$ cat src/rtl/pipe_ctrl.sv
// Control and hazard unit for a classic 5-stage pipeline: decodes the ID instruction,
// carries control bundles through ID/EX, EX/MEM and MEM/WB, and resolves stalls, flushes and forwarding.
module pipe_ctrl #(
    parameter int RA_W    = 5,
    parameter int FWD_EN  = 1,
    parameter int ADDI_EN = 1
) (
    input  logic            clk,
    input  logic            rst,
    input  logic [5:0]      opcode,
    input  logic [5:0]      func,
    input  logic [RA_W-1:0] rs,
    input  logic [RA_W-1:0] rt,
    input  logic [RA_W-1:0] rd,
    input  logic            equal,
    input  logic            notEqual,
    output logic            stall,
    output logic            flush,
    output logic [1:0]      PCsrc,
    output logic [2:0]      ex_ALUop,
    output logic            ex_ALUsrc,
    output logic            ex_regDest,
    output logic [1:0]      fwdA,
    output logic [1:0]      fwdB,
    output logic            mem_memRead,
    output logic            mem_memWrite,
    output logic            wb_regWrite,
    output logic            wb_memToReg,
    output logic [RA_W-1:0] wb_dst,
    output logic            illegal
);

    localparam logic [5:0] OP_RTYPE = 6'h00;
    localparam logic [5:0] OP_J     = 6'h02;
    localparam logic [5:0] OP_BEQ   = 6'h04;
    localparam logic [5:0] OP_BNE   = 6'h05;
    localparam logic [5:0] OP_ADDI  = 6'h08;
    localparam logic [5:0] OP_LW    = 6'h23;
    localparam logic [5:0] OP_SW    = 6'h2b;

    localparam logic [5:0] FN_ADD = 6'h20;
    localparam logic [5:0] FN_SUB = 6'h22;
    localparam logic [5:0] FN_AND = 6'h24;
    localparam logic [5:0] FN_OR  = 6'h25;
    localparam logic [5:0] FN_SLT = 6'h2a;

    localparam logic [2:0] ALU_ADD = 3'd0;
    localparam logic [2:0] ALU_SUB = 3'd1;
    localparam logic [2:0] ALU_AND = 3'd2;
    localparam logic [2:0] ALU_OR  = 3'd3;
    localparam logic [2:0] ALU_SLT = 3'd4;
    localparam logic [2:0] ALU_NOP = 3'd7;

    typedef struct packed {
        logic [2:0]      alu_op;
        logic            alu_src;
        logic            reg_dest;
        logic            mem_read;
        logic            mem_write;
        logic            reg_write;
        logic            mem_to_reg;
        logic            illegal;
        logic [RA_W-1:0] dst;
        logic [RA_W-1:0] rs;
        logic [RA_W-1:0] rt;
    } bundle_t;

    localparam bundle_t BUBBLE = '{alu_op: ALU_NOP, default: '0};

    bundle_t stage_reg  [3];
    bundle_t stage_next [3];
    bundle_t dec;
    bundle_t ex_b, mem_b, wb_b;

    logic uses_rs, uses_rt, is_beq, is_bne, is_j;
    logic ex_writes, mem_writes, wb_writes;
    logic ex_src_hit, mem_src_hit;
    logic load_use, branch_haz, nofwd_haz;
    logic unused_bits;

    // ---------------- ID decode ----------------
    always_comb begin
        dec     = BUBBLE;
        uses_rs = 1'b0;
        uses_rt = 1'b0;
        is_beq  = 1'b0;
        is_bne  = 1'b0;
        is_j    = 1'b0;
        case (opcode)
            OP_RTYPE: begin
                dec.reg_dest  = 1'b1;
                dec.reg_write = 1'b1;
                dec.dst       = rd;
                dec.rs        = rs;
                dec.rt        = rt;
                uses_rs       = 1'b1;
                uses_rt       = 1'b1;
                case (func)
                    FN_ADD:  dec.alu_op = ALU_ADD;
                    FN_SUB:  dec.alu_op = ALU_SUB;
                    FN_AND:  dec.alu_op = ALU_AND;
                    FN_OR:   dec.alu_op = ALU_OR;
                    FN_SLT:  dec.alu_op = ALU_SLT;
                    default: begin
                        dec.alu_op    = ALU_NOP;
                        dec.reg_write = 1'b0;
                    end
                endcase
            end
            OP_LW: begin
                dec.alu_op     = ALU_ADD;
                dec.alu_src    = 1'b1;
                dec.mem_read   = 1'b1;
                dec.reg_write  = 1'b1;
                dec.mem_to_reg = 1'b1;
                dec.dst        = rt;
                dec.rs         = rs;
                dec.rt         = rt;
                uses_rs        = 1'b1;
            end
            OP_SW: begin
                dec.alu_op    = ALU_ADD;
                dec.alu_src   = 1'b1;
                dec.mem_write = 1'b1;
                dec.rs        = rs;
                dec.rt        = rt;
                uses_rs       = 1'b1;
                uses_rt       = 1'b1;
            end
            OP_ADDI: begin
                if (ADDI_EN != 0) begin
                    dec.alu_op    = ALU_ADD;
                    dec.alu_src   = 1'b1;
                    dec.reg_write = 1'b1;
                    dec.dst       = rt;
                    dec.rs        = rs;
                    dec.rt        = rt;
                    uses_rs       = 1'b1;
                end else begin
                    dec.illegal = 1'b1;
                end
            end
            OP_BEQ, OP_BNE: begin
                dec.rs  = rs;
                dec.rt  = rt;
                uses_rs = 1'b1;
                uses_rt = 1'b1;
                is_beq  = (opcode == OP_BEQ);
                is_bne  = (opcode == OP_BNE);
            end
            OP_J: begin
                dec.rs = rs;
                dec.rt = rt;
                is_j   = 1'b1;
            end
            default: dec.illegal = 1'b1;
        endcase
    end

    // ---------------- hazard detection ----------------
    assign ex_b  = stage_reg[0];
    assign mem_b = stage_reg[1];
    assign wb_b  = stage_reg[2];

    // Register 0 is hard-wired, so a zero destination never produces a value.
    assign ex_writes  = ex_b.reg_write  && (ex_b.dst  != '0);
    assign mem_writes = mem_b.reg_write && (mem_b.dst != '0);
    assign wb_writes  = wb_b.reg_write  && (wb_b.dst  != '0);

    assign ex_src_hit  = ex_writes  && ((uses_rs && ex_b.dst  == rs) || (uses_rt && ex_b.dst  == rt));
    assign mem_src_hit = mem_writes && ((uses_rs && mem_b.dst == rs) || (uses_rt && mem_b.dst == rt));

    assign load_use   = ex_b.mem_read && ex_src_hit;
    // Branches compare in ID, so they need the value one stage earlier than the ALU does.
    assign branch_haz = (is_beq || is_bne) && (ex_src_hit || (mem_b.mem_read && mem_src_hit));
    assign nofwd_haz  = (FWD_EN == 0) && (ex_src_hit || mem_src_hit);

    assign stall = load_use || branch_haz || nofwd_haz;

    always_comb begin
        PCsrc = 2'd0;
        flush = 1'b0;
        if (!stall) begin
            if ((is_beq && equal) || (is_bne && notEqual)) begin
                PCsrc = 2'd1;
                flush = 1'b1;
            end else if (is_j) begin
                PCsrc = 2'd2;
                flush = 1'b1;
            end
        end
    end

    // ---------------- stage registers ----------------
    assign stage_next[0] = stall ? BUBBLE : dec;
    assign stage_next[1] = stage_reg[0];
    assign stage_next[2] = stage_reg[1];

    always_ff @(posedge clk) begin
        for (int i = 0; i < 3; i++) begin
            if (rst) stage_reg[i] <= BUBBLE;
            else     stage_reg[i] <= stage_next[i];
        end
    end

    // ---------------- forwarding: operand 0 = rs (A), operand 1 = rt (B) ----------------
    logic [RA_W-1:0] fwd_src [2];
    logic [1:0]      fwd_sel [2];

    assign fwd_src[0] = ex_b.rs;
    assign fwd_src[1] = ex_b.rt;

    generate
        for (genvar gi = 0; gi < 2; gi++) begin : g_fwd
            assign fwd_sel[gi] = (FWD_EN == 0)                          ? 2'd0 :
                                 (mem_writes && mem_b.dst == fwd_src[gi]) ? 2'd2 :
                                 (wb_writes  && wb_b.dst  == fwd_src[gi]) ? 2'd1 : 2'd0;
        end
    endgenerate

    assign fwdA = fwd_sel[0];
    assign fwdB = fwd_sel[1];

    assign ex_ALUop     = ex_b.alu_op;
    assign ex_ALUsrc    = ex_b.alu_src;
    assign ex_regDest   = ex_b.reg_dest;
    assign illegal      = ex_b.illegal;
    assign mem_memRead  = mem_b.mem_read;
    assign mem_memWrite = mem_b.mem_write;
    assign wb_regWrite  = wb_b.reg_write;
    assign wb_memToReg  = wb_b.mem_to_reg;
    assign wb_dst       = wb_b.dst;

    // Later stages carry the whole bundle; fields a stage does not consume are collected here.
    assign unused_bits = ^{stage_reg[0], stage_reg[1], stage_reg[2]};

endmodule

$ cat config.mk
export PLATFORM = sky130hd
export DESIGN_NAME = pipe_ctrl
export DESIGN_NICKNAME = d
export VERILOG_FILES = /design/src/rtl/pipe_ctrl.sv
export SDC_FILE = /design/constraint.sdc
export NUM_CORES = 1
export LEC_CHECK = 0
export CORE_ASPECT_RATIO = 0.8
export CORE_UTILIZATION = 50
export DETAILED_ROUTE_END_ITERATION = 16
export HOLD_SLACK_MARGIN = 0.03
export PLACE_DENSITY_LB_ADDON = 0.3
export SYNTH_ARGS = -nofsm -noshare
export SYNTH_HDL_FRONTEND = slang
export SYNTH_SLANG_ARGS = --single-unit
$ cat constraint.sdc
create_clock -name clk -period 3.4 [get_ports clk]
set_clock_uncertainty 0.1 [all_clocks]
set_input_delay 0.68 -clock clk [delete_from_list [all_inputs] [get_ports clk]]
set_output_delay 0.68 -clock clk [all_outputs]
set_load 0.01 [all_outputs]
* Word level (Yosys, flattened, before mapping) *
Memories as Yosys holds them, arrays and structs flattened.
Index checks and enable logic that the tools add are counted.

cells by class
  magnitude comparators = 0
  mux-type cells = 33
  reduce and logical (&&, ||, !) cells = 35
  multipliers = 0
  shifts and indexed selects = 0
  bitwise logic cells = 3
  div/mod/pow operators = 0
  add/sub/neg operators = 0
  equality and inequality tests = 19

operators with widths
  operator            count
  $mux 25             4
  $eq 6x6->1 const B  7
  $eq 5x5->1          8
  $mux 1              19
  $logic_and 1x1->1   18
  $pmux 3 s5          1
  $reduce_bool 5->1   3
  $eq 6x3->1 const B  2
  $mux 10             1
  $mux 2              5
  $pmux 5 s2          1
  $reduce_or 7->1     1
  $eq 6x2->1 const B  1
  $eq 6x4->1 const B  1
  $logic_not 6->1     1
  $logic_or 1x1->1    6
  $pmux 3 s2          1
  $reduce_or 6->1     1
  $reduce_or 5->1     1
  $reduce_or 2->1     2
  $reduce_or 4->1     1
  $or 1x1->1          3
  $reduce_or 3->1     1
  $pmux 1 s2          1

word-level totals
  bits in latches = 0
  memory bits (read-only) = 0
  memories = 1
  bits in registers = 0
  output and inout port bits = 23
  memory bits (writable) = 75
  word-level logic and storage cells = 91
  bits of input ports = 31

memories
  name       words  width  read ports  clocked after memory_dff  wr ports  RTL line  text
  stage_reg  3      25     3           0                         3         70        bundle_t stage_reg [3];

* Longest topological paths before layout *
  depth after elaboration = 12
  depth in mapped cells = 9
  depth with buffers taken out = 7

* Least setup slack after synthesis *
Ideal clock, no wire load.

  path type = input port to output port
  start point = in opcode[3]
  end point = out flush
  buffers on the path = 1
  path slack = 627 ps
  required time = 2,620 ps
  data arrival time = 1,993 ps
  stages on the path = 6
  cell sequence = buf_6 nor4_1 nand2_1 a211o_1 and4_1 or2_1

between the ends
  cells in the longest elaborated chain, start to end = 11
  elaborated cells between the ends (all ways) = 35
  classes of those cells = eq/ne (6); mux (8); reduce/logical (21)

RTL lines
  element                                                                     RTL line  text
  from (decl)                                                                 10        input logic [5:0] opcode,
  $eq 6x3->1 (tied with other cells)                                          89, 148
  $reduce_or 6->1 (no source line) / $reduce_or 4->1 (equally long branches)  n/a
  $mux 1, on equally long branches                                            n/a
  $logic_and 1x1->1                                                           171       assign mem_src_hit = mem_writes && ((uses_rs && mem_b.dst == rs) || (uses_rt && mem_b.dst == rt));
  $logic_or 1x1->1                                                            171
  $logic_and 1x1->1                                                           171
  $logic_and 1x1->1                                                           175       assign branch_haz = (is_beq || is_bne) && (ex_src_hit || (mem_b.mem_read && mem_src_hit));
  $logic_or 1x1->1                                                            175
  $logic_and 1x1->1                                                           175
  $logic_or 1x1->1                                                            178       assign stall = load_use || branch_haz || nofwd_haz;
  $mux 1 (*)                                                                  183       if (!stall) begin
  to (decl)                                                                   18        output logic flush,

Every way passes the cells marked *; elsewhere a longest branch is shown, timed or not.

* Worst setup path in the final report *
  start point = in rs[4]
  end point = out flush

between the ends
  cells in the longest elaborated chain, start to end = 9
  elaborated cells between the ends (all ways) = 14
  classes of those cells = eq/ne (2); mux (1); reduce/logical (11)

RTL lines
  element               RTL line  text
  from (decl)           12        input logic [RA_W-1:0] rs,
  $eq 5x5->1            171
  $logic_and 1x1->1     171
  $logic_or 1x1->1      171
  $logic_and 1x1->1     171
  $logic_and 1x1->1     175
  $logic_or 1x1->1      175
  $logic_and 1x1->1     175
  $logic_or 1x1->1 (*)  178
  $mux 1 (*)            183

Marks and branches as above.

==> results.json <==
{
  "ys.warnings.count": 0,
  "largest_reg_flops": 39,
  "clock_latency_ns": 0.29,
  "antenna_left": 0,
  "routed_wirelength_mm": 4.90,
  "synth-edff-count": 0,
  "yosys.area.top_type": "dfxtp_1",
  "post-dp-hpwl_mm": 3.77,
  "drcViolationCount": 0,
  "ioPinCount": 54,
  "cp-endpoint": "flush",
  "die_y_um": 59.1,
  "worstMarginPinSlew_ns": 0.666,
  "status": "complete, no violations",
  "slew-limit-headroom_pct": 55.4,
  "grt_overflow": 0,
  "muxShareOfSynthArea_pct": 0.982,
  "fin_crit_sh_pct": 97.4,
  "ir_worst_vdd_mv": 0.280,
  "min-delay-start": "stage_reg[0][18]",
  "path_class": "primary input to output port",
  "synth-xor-area-share_pct": 17.2,
  "synth_area_leaders": "dfxtp_1 (38%), xor2_1 (9.4%), xnor2_1 (7.7%)",
  "gp_congestion": 0.875,
  "grt_pass1_vias": 1614,
  "final.min_clock_period_ns": 3.31,
  "cts_max_path_buffers": 2,
  "die-area_mm2": 0.00434,
  "setup_viol": 0,
  "max_freq_mhz": 302,
  "cts_root_buf": "clkbuf_8",
  "r2r_start": "stage_reg[1][13]",
  "hold_class": "register to register",
  "r2r_cells": 7,
  "diodes": 0,
  "start_kind": "primary input",
  "coreArea_mm2": 0.00385,
  "synth-seq-cells": 39,
  "cts_tree": "built",
  "syn_inst": 208,
  "fin_area_mm2": 0.00288,
  "synth_nets": 239,
  "critical_path.max_fanout": 3,
  "synth-simple-area-share_pct": 30.6,
  "r2r_end": "stage_reg[0][18]",
  "post_drt_wl_per_cell_um": 14.8,
  "hold_depth": 1,
  "io_buffers": 53,
  "drtPass1Iterations": 4,
  "clk_pin_slew_ns": 0.07,
  "die_w_um": 73.4,
  "dp_slack_ns": -0.238,
  "p_leak_nw": 1.30,
  "rows": 20,
  "layout-drive-gt1-share_pct": 19.2,
  "ys_seq_area_share_pct": 38.3,
  "ys_types": 47,
  "worst_slack_ns": 0.0891,
  "grt_max_degree": 18,
  "placed_area_mm2": 0.00271,
  "cp-end-kind": "output port",
  "area_delta_synth_final_pct": 41.0,
  "drt_iter0_markers": 103,
  "synth-compound-area-share_pct": 7.24,
  "nets": 307,
  "required_ns": 2.62,
  "cts_buffers": 5,
  "pwr_density_cell_mw_per_mm2": 332,
  "antenna_found_initial": 0,
  "rsz0062_at_grt": "no",
  "htreeDepth": 2,
  "vias_per_cell": 5.31,
  "critPathLaunch": "rs[4]",
  "synth_top_family_by_area": "simple AND/OR/NAND/NOR gates",
  "synth-main-ff-cell": "dfxtp_1",
  "cap_violations": 0,
  "regToRegSetupSlack_ns": 1.02,
  "synth_fa_ha_area_share_pct": 0,
  "finalHoldViolCount": 0,
  "grt.total_usage_pct": 24.7,
  "cts_hold_buf": 0,
  "vias": 1758,
  "avgSynthCellArea_um2": 9.81,
  "initial_core_util_pct": 52.9,
  "netlist.area_leader.share_pct": 38.3,
  "clkSinkCount": 39,
  "async_reset_ff_share_pct": 0,
  "grt_pass1_wl_mm": 7.90,
  "worstPathArrival_ns": 2.53,
  "synth_area_mm2": 0.00204,
  "slew_viol_final": 0
}
final cells by class:
| class | instances | area, µm² |
|---|---|---|
| clock buffers | 6 | 72.6 |
| clock inverters | 1 | 30.0 |
| fillers | 314 | 978 |
| inverters | 2 | 7.51 |
| multi-input cells | 150 | 1180 |
| flip-flops and latches | 39 | 781 |
| well taps | 55 | 68.8 |
| repair buffers | 78 | 736 |
layout by cell type, fill, tap and decap left out, types with 2 or more instances in the layout:
cell / synthesis / layout
clkdlybuf4s50_1: 0 / 40
dfxtp_1: 39 / 39
buf_4: 4 / 25
xor2_1: 22 / 22
xnor2_1: 18 / 18
nor2b_1: 16 / 16
and4b_1: 10 / 10
nor3_2: 8 / 9
dlymetal6s2s_1: 0 / 9
nand3_1: 8 / 8
nor2_1: 8 / 8
nor3_1: 7 / 6
or4_1: 5 / 5
a22oi_1: 5 / 5
clkbuf_8: 0 / 5
o21ai_0: 4 / 4
dlygate4sd2_1: 0 / 4
nor4_1: 4 / 3
nand2_1: 3 / 3
o21a_1: 2 / 2
mux2i_1: 2 / 2
nor3b_2: 1 / 2
nand3b_1: 2 / 2
a21oi_1: 3 / 2
or3_1: 2 / 2
worst min-delay path by stage:
stage                        to
2_1_floorplan  stage_reg[1][18]
3_3_place_gp   stage_reg[1][18]
3_5_place_dp   stage_reg[1][18]
4_1_cts        stage_reg[1][18]
5_1_grt        stage_reg[1][18]
6_report       stage_reg[1][18]
what timing repair did:
action,in CTS,in global routing
setup endpoints to repair,3,4
hold endpoints to repair,0,0
gates resized for setup,5,15
pin swaps,0,5
buffers inserted,0,1
cloned,0,0
synthesized netlist by cell type, types with 4 or more instances:
master and instances:
dfxtp_1 39, xor2_1 22, xnor2_1 18, nor2b_1 16
and4b_1 10, nand3_1 8, nor2_1 8, nor3_2 8
nor3_1 7, clkbuf_1 6, a22oi_1 5, or4_1 5
buf_4 4, nor4_1 4, o21ai_0 4
power breakdown:
part / leakage (nW) / total (mW) / internal, mW / switching, mW
clock network: 0.0513 / 0.363 / 0.215 / 0.148
registers: 0.315 / 0.467 / 0.462 / 0.00478
logic: 0.931 / 0.124 / 0.0709 / 0.0533
total: 1.30 / 0.954 / 0.748 / 0.206
routing by layer:
layer  vias to the layer above  routed length [µm]  global-route usage, %
met2                        61                2310                   38.1
met4                         0                  62                   5.77
li1                        862                   -                      -
met1                       826                2250                   34.6
met3                         9                 281                   6.63
met5                         -                   0                      0
worst max-delay path: stages:
cell             delay (ns)
clkdlybuf4s50_1        0.48
xor2_1                 0.17
nor3_1                 0.14
nand3_1                0.10
a211o_1                0.28
and4_4                 0.19
or2_1                  0.21
dlygate4sd2_1          0.28
kinds of logic after synthesis:
kind of cell	count (synthesis)
compound gates	21
xor+xnor	40
buf+inv	19
flops	39
mux	2
simple gates	87
per-stage QoR:
step | std cells | power (mW) | utilization (%) | setup TNS [ns] | hold slack, ns
final | 331 | 0.954 | 74.6 | 0 | 0.356
after global routing | 331 | 0.988 | 74.6 | 0 | 0.395
after CTS | 330 | 0.955 | 73.0 | -0.0246 | 0.363
after detailed placement | 323 | 0.598 | 70.3 | -0.393 | 0.342
after global placement | 323 | 0.595 | 70.3 | -0.378 | 0.318
after floorplan | 208 | 0.527 | - | 0 | 0.314
(Power assumes the default switching activity.)
